**config.mk**
```make
export PLATFORM = sky130hd
export DESIGN_NAME = uart_tx_feeder
export DESIGN_NICKNAME = d
export VERILOG_FILES = /design/src/rtl/uart_tx_feeder.sv
export SDC_FILE = /design/constraint.sdc
export NUM_CORES = 1
export LEC_CHECK = 0
export CAP_MARGIN = 15
export CORE_MARGIN = 1.5
export CORE_UTILIZATION = 49
export CTS_CLUSTER_DIAMETER = 40
export DETAILED_ROUTE_END_ITERATION = 7
export GPL_TIMING_DRIVEN = 0
export HOLD_SLACK_MARGIN = 0.15
export PLACE_DENSITY = 0.72
export SYNTH_ARGS = -nofsm -noshare
export SYNTH_HDL_FRONTEND = slang
export SYNTH_SLANG_ARGS = --single-unit
```
**constraint.sdc**
```tcl
create_clock -name clk -period 7.1 [get_ports clk]
set_clock_uncertainty 0.05 [all_clocks]
set_input_delay 1.42 -clock clk [delete_from_list [all_inputs] [get_ports clk]]
set_output_delay 1.42 -clock clk [all_outputs]
set_load 0.01 [all_outputs]
```
**src/rtl/uart_tx_feeder.sv**
```systemverilog
// Byte FIFO and one-at-a-time sequencer feeding uart_top's transmit/tx_data,
// paced by the rising edge of tx_done, with a sticky timeout flag.
module uart_tx_feeder #(
    parameter int DEPTH   = 16,
    parameter int TIMEOUT = 2000000
) (
    input  logic                     clk,
    input  logic                     rst,
    input  logic                     wr_en,
    input  logic [7:0]               wr_data,
    output logic                     full,
    output logic                     empty,
    output logic [$clog2(DEPTH):0]   count,
    output logic                     transmit,
    output logic [7:0]               tx_data,
    input  logic                     tx_done,
    output logic                     busy,
    output logic                     tx_err,
    input  logic                     err_clr,
    output logic                     dbg_state
);

    localparam int AW = $clog2(DEPTH);
    localparam int TW = $clog2(TIMEOUT) + 1;

    typedef enum logic {
        IDLE      = 1'b0,
        WAIT_DONE = 1'b1
    } state_t;

    state_t        state;
    state_t        state_d;
    logic [7:0]    mem [DEPTH];
    logic [AW-1:0] wr_ptr;
    logic [AW-1:0] rd_ptr;
    logic [TW-1:0] timer;
    logic          tx_done_q;
    logic          done_rise;
    logic          push;
    logic          pop;
    logic          timeout;

    // Handshake: transmit is a single-cycle start pulse with tx_data held until
    // the next pop; only a fresh 0->1 edge of tx_done completes the byte.
    assign full      = (count == (AW + 1)'(DEPTH));
    assign empty     = (count == '0);
    assign busy      = (state != IDLE) || !empty;
    assign done_rise = tx_done & ~tx_done_q;
    assign push      = wr_en && !full;
    assign timeout   = (timer == TW'(TIMEOUT - 1));
    assign dbg_state = state;

    always_comb begin
        state_d = state;
        pop     = 1'b0;
        case (state)
            IDLE: begin
                if (!empty) begin
                    pop     = 1'b1;
                    state_d = WAIT_DONE;
                end
            end
            WAIT_DONE: begin
                if (done_rise || timeout) begin
                    state_d = IDLE;
                end
            end
            default: state_d = IDLE;
        endcase
    end

    // Storage is left unreset; only the pointers and count define validity.
    always_ff @(posedge clk) begin
        if (push) begin
            mem[wr_ptr] <= wr_data;
        end
    end

    always_ff @(posedge clk) begin
        if (rst) begin
            state     <= IDLE;
            wr_ptr    <= '0;
            rd_ptr    <= '0;
            count     <= '0;
            transmit  <= 1'b0;
            tx_data   <= 8'h00;
            tx_err    <= 1'b0;
            timer     <= '0;
            tx_done_q <= 1'b0;
        end else begin
            state     <= state_d;
            tx_done_q <= tx_done;
            transmit  <= pop;
            if (push) begin
                wr_ptr <= wr_ptr + 1'b1;
            end
            if (pop) begin
                rd_ptr  <= rd_ptr + 1'b1;
                tx_data <= mem[rd_ptr];
            end
            case ({push, pop})
                2'b10:   count <= count + 1'b1;
                2'b01:   count <= count - 1'b1;
                default: count <= count;
            endcase
            if (pop) begin
                timer <= '0;
            end else if (state == WAIT_DONE && timer != '1) begin
                timer <= timer + 1'b1;
            end
            // A completion in the timeout cycle wins; a new error beats err_clr.
            if (state == WAIT_DONE && timeout && !done_rise) begin
                tx_err <= 1'b1;
            end else if (err_clr) begin
                tx_err <= 1'b0;
            end
        end
    end

endmodule

```
==> summary.txt, run 1 <==
Timing
  • RSZ-0062 raised after global routing: false
  • Fmax achieved: 267 MHz
  • Relative slew slack: 0.338
  • Final setup viols: 0
  • Endpoints failing hold: 0
  • Worst slew pin tran: 0.985 ns
  • Pins Over Slew Limit: 0
  • Final period utilization: 0.527
  • Minimum clock period: 3.74 ns
  • Setup TNS Final: 0 ns

CTS
  • CTS resizes: 0
  • Hold Buf Count CTS: 0
  • Clock Tree Root: clkbuf_16
  • Worst skew pair latency: 0.42 ns
  • Clock sinks: 175
  • CTS max path bufs: 2
  • H-tree Lvls: 4
  • Post-CTS setup buffers: 0
  • CTS tree: done
  • CTS buffer count: 17
  • Clk slew on worst S/H paths: 0.07 ns

Synth
  • Xor/xnor share of the synthesized area: 0.0289
  • Syn Area/Cell: 15.0 sq um
  • Synth area leaders: edfxtp_1, dfxtp_1, mux4_2
  • Yosys cell types: 51
  • Yosys top cell by area: edfxtp_1
  • Post-Syn Instances: 486
  • Largest family of logic cells by synthesized area: multiplexers
  • Multiplexer share of the synthesized area: 0.124
  • Synth warn: 0
  • Main synth FF type: edfxtp_1
  • Synth async-reset ratio: 0
  • EDFF count, synth: 128
  • Syn_nets: 509
  • Register area share after synthesis: 0.659
  • Syn Std Cell Area: 0.00727 sq mm
  • Post-Synth Adder-Cell Area: 0.0172
  • Compound-cell area share of the yosys netlist: 0.0468
  • Post-synth top area share: 0.529
  • Register bit total from synthesis: 175
  • Simple-Gate Fraction of Synth Area: 0.104

Floorplanning
  • Starting Density: 0.502
  • Die Ht: 125 um
  • Die area: 0.0156 sq mm
  • Die width: 125 um
  • Num ports: 32
  • Core area: 0.0145 sq mm
  • Rows: 44

Route
  • Post-route DRC violation count: 0
  • Iter 0 DRT Violations: 294
  • Drt total wl: 14100 um
  • Routed vias: 4262
  • Routed Antenna Nets: 0
  • Vias per inst: 5.78
  • 1st-pass router iterations: 5
  • WL per Instance: 19.2 um

Placement
  • Port bufs: 31
  • GP Congestion: 0.846
  • Detail Placement HPWL: 9460 um

Finish
  • Core Util, Final: 0.580
  • Area Overhead vs Synth: 15.5%
  • Fin nets: 563
  • Ant. Diodes: 0
  • Share of layout cells above drive strength 1: 0.154

Critical path
  • Crit path arrival time: 4.04 ns
  • Slowest-stage cell, CP: a21boi_1
  • CP peak stage delay: 0.58 ns
  • Largest fanout on the critical path: 9
  • Worst Setup Path Type: in2reg
  • CP required: 7.40 ns
  • CP cell instances: clkdlybuf4s50_1 -> a21boi_1 -> inv_1 -> ha_1 -> xor2_1 -> ha_1 -> a21oi_1 -> xnor2_1 -> or3_1 -> a21oi_1
  • CP startpoint kind: input pin
  • Element type at the critical path end: register

Global routing
  • First-pass GRT wire length: 22800 um
  • Grt total ovfl: 0
  • Vias in the first global route: 4310
  • Pin count of the biggest net entering global routing: 18
  • Initial antenna violation count: 0
  • GRT Overall Usage: 0.193

Outcome
  • Status: finished clean

Run
  • # Max-Cap Violations: 0

Pwr
  • Worst vdd ir: 237 uV
  • P_leak: 2.70 nW
  • Pwr/cell area: 320 mW/mm^2

Min path
  • Worst Hold Class: reg2reg
## worst paths after layout
path	slack, ns	depth (start not counted)	from	to
setup / recovery	3.36	10	wr_en	count[2]
hold / removal	0.48	2	timer[1]	timer[1]
setup reg to reg	4.22	11	count[2]	count[2]
hold reg to reg	0.48	2	timer[1]	timer[1]
## sequential cells by signal, summed over array words and instances, names as in the netlist
| signal | flops |
|---|---|
| tx_done_q | 1 |
| tx_err | 1 |
| wr_ptr | 4 |
| transmit | 1 |
| mem | 128 |
| rd_ptr | 4 |
| timer | 22 |
| dbg_state | 1 |
| count | 5 |
| tx_data | 8 |
## cell usage after synthesis (3+ instances only)
cell type  number
edfxtp_1      128
nor2_1         49
dfxtp_1        47
mux4_2         32
nand2_1        20
mux2i_1        18
xor2_1         16
clkbuf_1       15
a21oi_1        14
nor3_1         12
nand4_1        11
ha_1           10
nand3b_1       10
buf_2           9
nand3_1         9
inv_1           8
o221ai_1        8
xnor2_1         8
nand2b_1        7
and2_1          3
nor4_1          3
o2111ai_1       3
o211ai_1        3
o21ai_0         3
o21ai_1         3
or3_1           3
## layer usage
metal | wire [um] | GRT usage
met2 | 7020 | 0.324
met5 | 0 | 0
met3 | 790 | 0.0511
met1 | 6120 | 0.245
met4 | 201 | 0.0615
## cell usage in the layout, fill, tap and decap left out, drive strengths merged, types with 2 or more instances in the layout
master / count
o221ai: 8
o21ai: 7
a31oi: 2
nor3: 12
nor4b: 2
clkdlybuf4s50: 31
nand3: 9
xnor2: 8
nand2b: 7
nor4: 5
mux4: 32
nand4: 13
nor3b: 2
edfxtp: 128
xor2: 16
o31ai: 2
nor2: 49
clkinv: 6
o211ai: 3
buf: 15
dfxtp: 47
o2111ai: 4
and2: 3
a21oi: 14
a21boi: 3
or4: 3
mux2i: 18
or2: 2
nand3b: 10
or3: 3
nand2: 20
clkbuf: 33
nor2b: 2
ha: 10
inv: 16
## power breakdown
group / switching [W] / leakage (nW) / internal [W]
sequential: 0.0000396 / 1.54 / 0.00115
combinational: 0.000328 / 0.891 / 0.000290
clock: 0.000410 / 0.270 / 0.000460
## cell type report
cell class,count,area [sq um]
fillers,1110,6090
flip-flops and latches,175,4780
multi-input cells,276,2330
clock buffers,18,429
repair buffers,35,340
well taps,184,230
clock inverters,14,125
plain buffers,26,113
inverters,9,33.8
## metrics by stage
stage	std cells	power (W)	hold slack (ns)	instance area, sq um	setup WS (ns)
after floorplan	486	0.00163	0.429	7270	3.70
after global placement	701	0.00182	0.454	7810	2.81
after detailed placement	705	0.00184	0.459	7840	2.97
after CTS	737	0.00270	0.472	8390	3.38
after global routing	737	0.00280	0.516	8390	3.19
final	737	0.00268	0.477	8390	3.36
## critical path, delay by kind of cell
family | cells | cell delay, ns
buffers and inverters | 2 | 0.60
xor gates and xnor gates | 2 | 0.27
adders and majority gates | 2 | 0.54
and+or+nand+nor | 1 | 0.30
AOI/OAI and AO/OA | 3 | 0.90
## kinds of logic (layout without fill, tap and decap cells)
| family | Yosys count | after routing |
|---|---|---|
| compound gates | 48 | 48 |
| xor+xnor | 24 | 24 |
| fa+ha+maj | 10 | 10 |
| buf+inv | 35 | 102 |
| flops | 175 | 175 |
| mux | 50 | 50 |
| simple gates | 144 | 144 |
No activity file was read; power rests on OpenSTA's default activity.
==> inputs of run 2 (changes only) <==
--- a/config.mk
+++ b/config.mk
@@ -12,7 +12,7 @@
 export DETAILED_ROUTE_END_ITERATION = 7
 export GPL_TIMING_DRIVEN = 0
 export HOLD_SLACK_MARGIN = 0.15
-export PLACE_DENSITY = 0.72
+export PLACE_DENSITY = 0.74
 export SYNTH_ARGS = -nofsm -noshare
 export SYNTH_HDL_FRONTEND = slang
 export SYNTH_SLANG_ARGS = --single-unit
==> constraint.sdc (replaced) <==
create_clock -name clk -period 3.1 [get_ports clk]
set_clock_uncertainty 0.05 [all_clocks]
set_input_delay 0.62 -clock clk [delete_from_list [all_inputs] [get_ports clk]]
set_output_delay 0.62 -clock clk [all_outputs]
set_load 0.01 [all_outputs]
==> run 2 against run 1 <==
Compared with the run above:
- global-route usage increased by 0.34 points
- critical path type is now reg2reg
- sequential power increased by 130%
- worst setup slack got worse by 3.1 ns
- core utilization increased by 0.25 points
- highest routed layer unchanged
==> summary.txt, run 2 (synthesis results as in run 1) <==
Finish
  • Post-route cell area: 0.00843 sq mm
  • Share of layout cells above drive strength 1: 0.157
  • Max reg flops: 128
  • Area Overhead vs Synth: 16.0%
  • Most common cell after layout, fill and taps aside: edfxtp_1
  • Ant. Diodes: 0
  • Fill cells: 1105
  • Core Util, Final: 0.582
  • Largest regs: mem (128), timer (22), tx_data (8)
  • Reg with most FFs: mem
  • Most frequent cells in the layout: edfxtp_1, nor2_1, dfxtp_1
  • Fin nets: 563

Route
  • Routed vias: 4345
  • 1st-pass router iterations: 5
  • Routed Antenna Nets: 0
  • Post-route DRC violation count: 0
  • Vias per inst: 5.90
  • Iter 0 DRT Violations: 420
  • WL per Instance: 19.7 um
  • Drt total wl: 14500 um

Run
  • # Max-Cap Violations: 0

Floorplanning
  • Core area: 0.0145 sq mm
  • Starting Density: 0.502
  • Num ports: 32
  • Die Ht: 125 um
  • Rows: 44
  • Die width: 125 um
  • Die area: 0.0156 sq mm

Outcome
  • Status: finished clean

Critical path
  • Worst Setup Path Type: reg2reg
  • CP startpoint kind: register
  • Element type at the critical path end: register
  • Largest fanout on the critical path: 9
  • Slowest-stage cell, CP: dfxtp_1
  • CP cell instances: buf_2 -> nor4_4 -> and2_1 -> or2_2 -> inv_2 -> ha_1 -> xor2_1 -> ha_1 -> a21oi_1 -> xnor2_1 -> or3_1 -> a21oi_1
  • CP top delay family: simple AND/OR/NAND/NOR gates
  • CP required: 3.41 ns
  • Crit path arrival time: 3.13 ns
  • Crit path buffers/inverters: 2
  • CP peak stage delay: 0.34 ns

CTS
  • Clock sinks: 175
  • Clock Tree Root: clkbuf_16
  • CTS tree: done
  • CTS buffer count: 17
  • Post-CTS setup buffers: 0
  • CTS max path bufs: 2
  • Worst skew pair latency: 0.43 ns
  • Clk slew on worst S/H paths: 0.07 ns
  • H-tree Lvls: 4

Pwr
  • Reg power frac: 0.436
  • P_leak: 2.71 nW
  • Worst vdd ir: 549 uV
  • Pwr Total: 0.00628 W
  • Sw Pwr: 0.00184 W
  • Logic pwr share: 0.230
  • Int Pwr: 0.00445 W
  • Clock power frac: 0.334
  • Switching Share: 0.292
  • Pwr/cell area: 746 mW/mm^2

Global routing
  • Pin count of the biggest net entering global routing: 18
  • Vias in the first global route: 4238
  • First-pass GRT wire length: 23000 um
  • Grt total ovfl: 0
  • Initial antenna violation count: 0
  • GRT Overall Usage: 0.196

Timing
  • Final setup viols: 0
  • Pins Over Slew Limit: 0
  • Endpoints failing hold: 0
  • Minimum clock period: 2.82 ns
  • Setup TNS Final: 0 ns
  • Worst slew pin tran: 0.914 ns
  • Final period utilization: 0.910
  • Fmax achieved: 354 MHz
  • Hold WS: 0.481 ns
  • Relative slew slack: 0.385
  • RSZ-0062 raised after global routing: false

Min path
  • Worst Hold Class: reg2reg

Placement
  • Post-DP Area: 0.00784 sq mm
  • Port bufs: 31
  • Detail Placement HPWL: 9570 um
  • GP Congestion: 0.840
[run 2: final cells by class]
cell class | count | area [sq um] | share of cell area
Clock inverter | 15 | 153 | 0.0181
Timing Repair Buffer | 35 | 340 | 0.0404
Clock buffer | 17 | 425 | 0.0505
Inverter | 9 | 33.8 | 0.00401
Buffer | 26 | 113 | 0.0134
Multi-Input combinational cell | 276 | 2350 | 0.279
Sequential cell | 175 | 4780 | 0.568
Tap cell | 184 | 230 | 0.0273
[run 2: worst paths after layout]
path	startpoint	to	slack, ns	cells after the start
worst min-delay path	timer[20]	timer[20]	0.48	2
worst max register to register	count[2]	count[2]	0.28	12
worst max-delay path	count[2]	count[2]	0.28	12
worst min register to register	timer[20]	timer[20]	0.48	2
[run 2: power by group through the flow]
stage	logic [W]	clock network (W)	registers, W
6_report	0.00144	0.00210	0.00274
5_1_grt	0.00156	0.00222	0.00275
4_1_cts	0.00144	0.00212	0.00273
3_5_place_dp	0.00144	0	0.00278
3_3_place_gp	0.00138	0	0.00278
2_1_floorplan	0.000961	0	0.00278
[run 2: stage by stage]
| step | setup WS, ns | std cells |
|---|---|---|
| 3_3_place_gp | -0.414 | 701 |
| 3_5_place_dp | -0.274 | 705 |
| 4_1_cts | 0.106 | 737 |
| 2_1_floorplan | 0.480 | 486 |
| 5_1_grt | 0.0646 | 737 |
| 6_report | 0.279 | 737 |
[run 2: worst min-delay path: stages, from the launching register on]
cell and delay [ns]:
dfxtp_1 0.35, mux2i_1 0.08, nor2_1 0.07
[run 2: repair_timing]
action,CTS,global route
endpoints found under the setup margin,0,2
gates resized for setup,0,2
hold buffers,0,0
[run 2: metal layers]
layer  wire, um  share of wire  up-vias  global-route usage
met5          0              0        -                   0
met4        295          0.020        0              0.0751
met3        990          0.068       25              0.0447
met2       6980           0.48      166               0.314
met1       6280           0.43     2168               0.263
li1           -              -     1986                   -
